--- src/rtl/led_spi_pkg.sv ---
// Shared opcodes, default timing parameters and FSM state type for the LED SPI master.
package led_spi_pkg;

    localparam logic [7:0] CMD_TOGGLE = 8'h01;
    localparam logic [7:0] CMD_READ   = 8'h02;

    localparam int unsigned DEF_DATA_WIDTH = 8;
    localparam int unsigned DEF_CLK_DIV    = 4;
    localparam int unsigned DEF_CS_GAP     = 4;

    typedef enum logic [2:0] {
        IDLE,
        SETUP,
        HIGH,
        LOW,
        HOLD,
        GAP
    } state_t;

endpackage

--- src/rtl/led_spi_if.sv ---
// Host-side command/response bundle of the LED SPI master.
interface led_spi_if
    import led_spi_pkg::*;
#(
    parameter int unsigned DATA_WIDTH = DEF_DATA_WIDTH
);
    logic                  cmd_valid;
    logic                  cmd_ready;
    logic [DATA_WIDTH-1:0] cmd_data;
    logic                  cmd_rd;
    logic                  rsp_valid;
    logic [DATA_WIDTH-1:0] rsp_data;
    logic                  done;

    modport master (
        output cmd_valid, cmd_data, cmd_rd,
        input  cmd_ready, rsp_valid, rsp_data, done
    );

    modport slave (
        input  cmd_valid, cmd_data, cmd_rd,
        output cmd_ready, rsp_valid, rsp_data, done
    );
endinterface

--- src/rtl/led_spi_master_clk_div.sv ---
// Half-period timer: tick on the last cycle of every CLK_DIV-cycle slot, first on its first cycle.
module spi_clk_div
    import led_spi_pkg::*;
#(
    parameter int unsigned CLK_DIV = DEF_CLK_DIV
) (
    input  logic CLK,
    input  logic RST,
    input  logic restart,
    output logic tick,
    output logic first
);
    localparam int unsigned W = $clog2(CLK_DIV);
    localparam logic [W-1:0] LAST = W'(CLK_DIV - 1);

    logic [W-1:0] cnt;

    assign tick  = (cnt == LAST);
    assign first = (cnt == '0);

    always_ff @(posedge CLK) begin
        if (RST || restart || tick) begin
            cnt <= '0;
        end else begin
            cnt <= cnt + 1'b1;
        end
    end
endmodule

--- src/rtl/led_spi_master.sv ---
// SPI mode-0 master: one command frame per host command, plus a response frame for reads.
module led_spi_master
    import led_spi_pkg::*;
#(
    parameter int unsigned DATA_WIDTH = DEF_DATA_WIDTH,
    parameter int unsigned CLK_DIV    = DEF_CLK_DIV,
    parameter int unsigned CS_GAP     = DEF_CS_GAP
) (
    input  logic     CLK,
    input  logic     RST,
    led_spi_if.slave host,
    output logic     SPI_CLK,
    output logic     SPI_CS,
    output logic     SPI_MOSI,
    input  logic     SPI_MISO
);
    localparam int unsigned BW = $clog2(DATA_WIDTH) + 1;
    localparam int unsigned GW = $clog2(CS_GAP + 1);
    localparam logic [BW-1:0] BITS_ALL = BW'(DATA_WIDTH);
    localparam logic [GW-1:0] GAP_LAST = GW'(CS_GAP - 1);

    state_t                state, state_n;
    logic [DATA_WIDTH-1:0] tx, rx, rsp_data_q;
    logic [BW-1:0]         bit_cnt;
    logic [GW-1:0]         gap_cnt;
    logic                  rd_pend, in_resp;
    logic                  miso_s1, miso_s2;
    logic                  clk_q, cs_q, done_q, rsp_valid_q;
    logic                  tick, first, restart, ready, accept, gap_end;

    spi_clk_div #(.CLK_DIV(CLK_DIV)) u_div (
        .CLK     (CLK),
        .RST     (RST),
        .restart (restart),
        .tick    (tick),
        .first   (first)
    );

    assign ready          = (state == IDLE) && !done_q;
    assign accept         = host.cmd_valid && ready;
    assign gap_end        = (gap_cnt == GAP_LAST);
    assign host.cmd_ready = ready;
    assign host.rsp_valid = rsp_valid_q;
    assign host.rsp_data  = rsp_data_q;
    assign host.done      = done_q;
    assign SPI_CLK        = clk_q;
    assign SPI_CS         = cs_q;
    assign SPI_MOSI       = tx[DATA_WIDTH-1] & ~cs_q;

    always_comb begin
        state_n = state;
        restart = 1'b0;
        case (state)
            IDLE:  if (accept) begin state_n = SETUP; restart = 1'b1; end
            SETUP: if (tick) state_n = HIGH;
            HIGH:  if (tick) state_n = LOW;
            LOW:   if (tick) state_n = (bit_cnt == BITS_ALL) ? HOLD : HIGH;
            HOLD:  if (tick) state_n = GAP;
            GAP: begin
                if (gap_end) begin
                    state_n = rd_pend ? SETUP : IDLE;
                    restart = rd_pend;
                end
            end
            default: state_n = IDLE;
        endcase
    end

    always_ff @(posedge CLK) begin
        if (RST) begin
            state       <= IDLE;
            tx          <= '0;
            rx          <= '0;
            rsp_data_q  <= '0;
            bit_cnt     <= '0;
            gap_cnt     <= '0;
            rd_pend     <= 1'b0;
            in_resp     <= 1'b0;
            miso_s1     <= 1'b0;
            miso_s2     <= 1'b0;
            clk_q       <= 1'b0;
            cs_q        <= 1'b1;
            done_q      <= 1'b0;
            rsp_valid_q <= 1'b0;
        end else begin
            state       <= state_n;
            miso_s1     <= SPI_MISO;
            miso_s2     <= miso_s1;
            clk_q       <= (state_n == HIGH);
            cs_q        <= !(state_n inside {SETUP, HIGH, LOW, HOLD});
            done_q      <= 1'b0;
            rsp_valid_q <= 1'b0;
            gap_cnt     <= (state == GAP && state_n == GAP) ? gap_cnt + 1'b1 : '0;
            if (accept) begin
                tx      <= host.cmd_data;
                rd_pend <= host.cmd_rd;
                in_resp <= 1'b0;
                bit_cnt <= '0;
            end
            if (state == HIGH && tick) begin
                tx      <= {tx[DATA_WIDTH-2:0], 1'b0};
                bit_cnt <= bit_cnt + 1'b1;
            end
            // Sampling at the end of the first low cycle leaves the 2-flop
            // synchroniser enough settling time even when CLK_DIV is 2.
            if (state == LOW && first) begin
                rx <= {rx[DATA_WIDTH-2:0], miso_s2};
            end
            if (state == GAP && gap_end) begin
                if (rd_pend) begin
                    tx      <= '0;
                    rd_pend <= 1'b0;
                    in_resp <= 1'b1;
                    bit_cnt <= '0;
                end else begin
                    done_q      <= 1'b1;
                    rsp_valid_q <= in_resp;
                    if (in_resp) rsp_data_q <= rx;
                end
            end
        end
    end
endmodule

--- src/flat_wrapper.sv ---
// flat-port wrapper written by rule: the top's interface ports become plain ports
module led_spi_master_flat import led_spi_pkg::*;
#(
    parameter int unsigned DATA_WIDTH = DEF_DATA_WIDTH,
    parameter int unsigned CLK_DIV    = DEF_CLK_DIV,
    parameter int unsigned CS_GAP     = DEF_CS_GAP
)
  (CLK, RST, SPI_CLK, SPI_CS, SPI_MOSI, SPI_MISO, host_cmd_valid, host_cmd_data, host_cmd_rd, host_cmd_ready, host_rsp_valid, host_rsp_data, host_done);
  led_spi_if #(.DATA_WIDTH(DATA_WIDTH)) host_i ();
  input  logic CLK;
  input  logic RST;
  output logic SPI_CLK;
  output logic SPI_CS;
  output logic SPI_MOSI;
  input  logic SPI_MISO;
  input wire logic [$bits(host_i.cmd_valid)-1:0] host_cmd_valid;
  input wire logic [$bits(host_i.cmd_data)-1:0] host_cmd_data;
  input wire logic [$bits(host_i.cmd_rd)-1:0] host_cmd_rd;
  output wire logic [$bits(host_i.cmd_ready)-1:0] host_cmd_ready;
  output wire logic [$bits(host_i.rsp_valid)-1:0] host_rsp_valid;
  output wire logic [$bits(host_i.rsp_data)-1:0] host_rsp_data;
  output wire logic [$bits(host_i.done)-1:0] host_done;
  assign host_i.cmd_valid = host_cmd_valid;
  assign host_i.cmd_data = host_cmd_data;
  assign host_i.cmd_rd = host_cmd_rd;
  assign host_cmd_ready = host_i.cmd_ready;
  assign host_rsp_valid = host_i.rsp_valid;
  assign host_rsp_data = host_i.rsp_data;
  assign host_done = host_i.done;
  led_spi_master #(.DATA_WIDTH(DATA_WIDTH), .CLK_DIV(CLK_DIV), .CS_GAP(CS_GAP)) u_core (.CLK(CLK), .RST(RST), .host(host_i), .SPI_CLK(SPI_CLK), .SPI_CS(SPI_CS), .SPI_MOSI(SPI_MOSI), .SPI_MISO(SPI_MISO));
endmodule
--- config.mk ---
export PLATFORM = sky130hd
export DESIGN_NAME = led_spi_master_flat
export DESIGN_NICKNAME = d
export VERILOG_FILES = /design/src/rtl/led_spi_pkg.sv /design/src/rtl/led_spi_if.sv /design/src/rtl/led_spi_master_clk_div.sv /design/src/rtl/led_spi_master.sv /design/src/flat_wrapper.sv
export SDC_FILE = /design/constraint.sdc
export NUM_CORES = 1
export LEC_CHECK = 0
export CAP_MARGIN = 20
export CORE_MARGIN = 2
export CORE_UTILIZATION = 53
export DETAILED_ROUTE_END_ITERATION = 7
export PLACE_DENSITY_LB_ADDON = 0.3
export SYNTH_ARGS = -nofsm -noshare
export SYNTH_HDL_FRONTEND = slang
export SYNTH_HIERARCHICAL = 1
export SYNTH_SLANG_ARGS = --single-unit
--- constraint.sdc ---
create_clock -name CLK -period 1.9 [get_ports CLK]
set_input_delay 0.38 -clock CLK [delete_from_list [all_inputs] [get_ports CLK]]
set_output_delay 0.38 -clock CLK [all_outputs]
set_load 0.005 [all_outputs]
==> impl_metrics.env <==
export IMPL_insertion_delay_ns=0.36
export IMPL_detail_route_wl_per_cell_um=12.7
export IMPL_antenna_found_initial=0
export IMPL_ys_top_cells_by_area="sky130_fd_sc_hd__dfxtp_1, sky130_fd_sc_hd__mux2i_1, sky130_fd_sc_hd__nand2_1, sky130_fd_sc_hd__ha_1, sky130_fd_sc_hd__a211oi_2"
export IMPL_rows=21
export IMPL_yosys_top_cell_area_share_pct=46.4
export IMPL_postLayoutCellArea_um2=2260
export IMPL_antenna_left=0
export IMPL_pwr_share_clk_pct=34.8
export IMPL_timing_final_max_slew_violations=0
export IMPL_post_cts_buffers=0
export IMPL_detailedPlacementHpwl_um=2540
export IMPL_syn_to_final_growth_pct=19.2
export IMPL_hold_viol_final=0
export IMPL_final_min_period_over_clock_period_pct=93.6
export IMPL_arrival_ns=2.03
export IMPL_timing_worst_slew_pin_value_ns=0.514
export IMPL_routed_wl_um=3430
export IMPL_netlist_cell_type_count=44
export IMPL_cell_internal_pwr_mw=1.30
export IMPL_slew_headroom_pct=65.7
export IMPL_setup_worst_path_start_class="flop"
export IMPL_final_fill_count=264
export IMPL_final_critical_path_setup_slack_ns=0.121
export IMPL_drv_cap=0
export IMPL_synth_fp_nets=214
export IMPL_ir_drop_v=0.000452
export IMPL_ioPinCount=27
export IMPL_timing_setup_critical_path_class="reg -> reg"
export IMPL_synth_seq_cells=44
export IMPL_setup_reg_to_reg_worst_slack_ns=0.12
export IMPL_vias_per_cell=5.29
export IMPL_dpl_worst_slack_ns=0.0791
export IMPL_grt_use_total_pct=18.9
export IMPL_critPathRequiredTime_ns=2.15
export IMPL_synth_cells=194
export IMPL_timing_final_setup_violations=0
export IMPL_die_h_um=63.9
export IMPL_dr_total_vias=1424
export IMPL_place_gp_congestion=0.918
export IMPL_via_count_of_the_first_global_routing_pass=1373
export IMPL_timing_final_crit_period_ns=1.78
export IMPL_grt_max_degree=24
export IMPL_grt_first_pass_wirelength_um=6010
export IMPL_drt_iter0_drc=126
export IMPL_net_sw_share_pct=22.9
export IMPL_crit_fanout=8
export IMPL_synth_edff_count=0
export IMPL_grt_setup_unrepaired="false"
export IMPL_dominantRegCellSynth="sky130_fd_sc_hd__dfxtp_1"
export IMPL_kind_of_end_point_of_the_critical_path="flop"
export IMPL_timing_hold_worst_class="reg -> reg"
export IMPL_floorplan_die_width_um=63.9
export IMPL_synth_area_leader_cell="sky130_fd_sc_hd__dfxtp_1"
export IMPL_design_core_area_um2=3390
export IMPL_netlist_area_um2=1900
export IMPL_fraction_of_final_layout_cells_sized_beyond_drive_strength_1_pct=13.5
export IMPL_syn_avg_cell_area_um2=9.79
export IMPL_tritoncts="built"
export IMPL_share_comb_of_total_power_pct=8.2
export IMPL_nNetsFinal=242
export IMPL_io_buffer_count=26
export IMPL_cts_htree_levels=2
export IMPL_route_detailed_drc=0
export IMPL_cell_area_reported_after_detailed_placement_um2=2180
export IMPL_power_per_cell_area_nw_per_um2=748
export IMPL_tns_ns=0
export IMPL_numClockSinks=44
export IMPL_clock_skew_ns=0.00936
export IMPL_initial_core_util_pct=56.0
export IMPL_drt_pre_antenna_iters=4
export IMPL_grt_overflow=0
export IMPL_number_of_warnings_issued_by_yosys=6
export IMPL_run_status="completed"
export IMPL_cts_buffers_inserted=5
export IMPL_antenna_diode_count=0
export IMPL_relative_contribution_of_sequential_cells_to_total_power_pct=57.0
export IMPL_p_leak_nw=0.850
export IMPL_design_die_area_um2=4080
export IMPL_max_freq_mhz=562
export IMPL_clock_tree_root_buffer_cell="sky130_fd_sc_hd__clkbuf_4"
export IMPL_path_clk_slew_ns=0.13
export IMPL_post_cts_hold_buffer_count=0
export IMPL_clock_tree_buffer_depth=2
export IMPL_switching_power_mw=0.388
export IMPL_yosysSeqAreaShare_pct=46.4
export IMPL_ys_async_sr_fraction_pct=0
[cell usage after synthesis, drive strengths merged (2+ instances only)]
cell type,instances
and3,2
and2,6
and2b,2
dfxtp,44
inv,8
nor4,2
clkbuf,2
ha,7
o21ai,2
buf,7
mux2i,17
nor2,20
nand3,4
nor2b,4
nand2b,3
a21oi,13
nor3,2
a211oi,7
nand2,26
[area by class of cell]
class	count	area, um^2	area share [%]
Multi-Input combinational cell	133	918	40.6
Sequential cell	44	883	39.0
Timing Repair Buffer	30	289	12.8
Tap cell	46	57.6	2.54
Clock inverter	3	47.5	2.10
Clock buffer	5	37.5	1.66
Inverter	8	30.0	1.33
[worst max-delay path, cell delays in order, from the launching register on]
cell                       delay, ns
sky130_fd_sc_hd__dfxtp_1        0.40
sky130_fd_sc_hd__ha_1           0.34
sky130_fd_sc_hd__and4_1         0.26
sky130_fd_sc_hd__a311oi_1       0.12
sky130_fd_sc_hd__a2111o_1       0.43
sky130_fd_sc_hd__mux2i_1        0.13
[power by group through the flow]
stage	clock network (mW)	logic, mW	registers (mW)
after floorplan	0	0.101	0.976
after global placement	0	0.134	0.982
after detailed placement	0	0.140	0.984
after CTS	0.602	0.139	0.964
after global routing	0.653	0.153	0.969
final	0.589	0.139	0.964
[cells by family after synthesis]
group | count (synthesis) | synth area share (%)
flops | 44 | 46.4
compound gates | 27 | 10.8
fa+ha+maj | 7 | 4.61
xor+xnor | 1 | 0.461
mux | 18 | 9.55
buf+inv | 17 | 5.27
simple gates | 80 | 22.9
[routing by layer]
layer	vias up	share of wire [%]	GRT usage, %
li1	718	-	-
met1	670	46	22.5
met2	31	48	31.9
met3	5	4.5	4.93
met4	0	1.2	8.15
met5	-	0	0
[sequential cells by signal, summed over array words and instances, names as in the netlist, 2 cells and up]
| signal | cells |
|---|---|
| u_core/bit_cnt | 4 |
| u_core/gap_cnt | 3 |
| u_core/host.rsp_data | 8 |
| u_core/rx | 8 |
| u_core/state | 3 |
| u_core/tx | 8 |
| u_core/u_div/cnt | 2 |
[per-stage QoR]
stage                     hold slack, ns  util [%]  cells  power (mW)
after CTS                          0.440      66.8    269        1.71
after global placement             0.405      64.2    261        1.12
final                              0.437      66.8    269        1.69
after global routing               0.449      66.8    269        1.78
after detailed placement           0.421      64.2    261        1.12
after floorplan                    0.398         -    194        1.08
[cell usage in the layout (no fill, tap or decap), drive strengths merged, types with 2 or more instances in the layout]
master,instances
buf,4
dfxtp,44
and3,2
inv,8
nor2b,4
and2,6
nor2,20
nand2,26
nand3,4
nor3,2
clkdlybuf4s50,25
mux2i,17
and2b,2
a211oi,7
nor4,2
ha,7
o21ai,2
a21oi,13
clkbuf,5
clkinv,2
nand2b,3
[path summary, 6_finish.rpt]
kind,startpoint,endpoint,cells after the start
max reg2reg,u_core/u_div/cnt[0],u_core/SPI_CS,5
min reg2reg,u_core/gap_cnt[0],u_core/gap_cnt[0],1
min,u_core/gap_cnt[0],u_core/gap_cnt[0],1
max,u_core/u_div/cnt[0],u_core/SPI_CS,5
[timing repair]
item,in CTS,in global routing
setup endpoints to repair,1,0
hold endpoints to repair,0,0
resized for setup,3,0
Note: power is estimated with default switching activity, not from simulation.
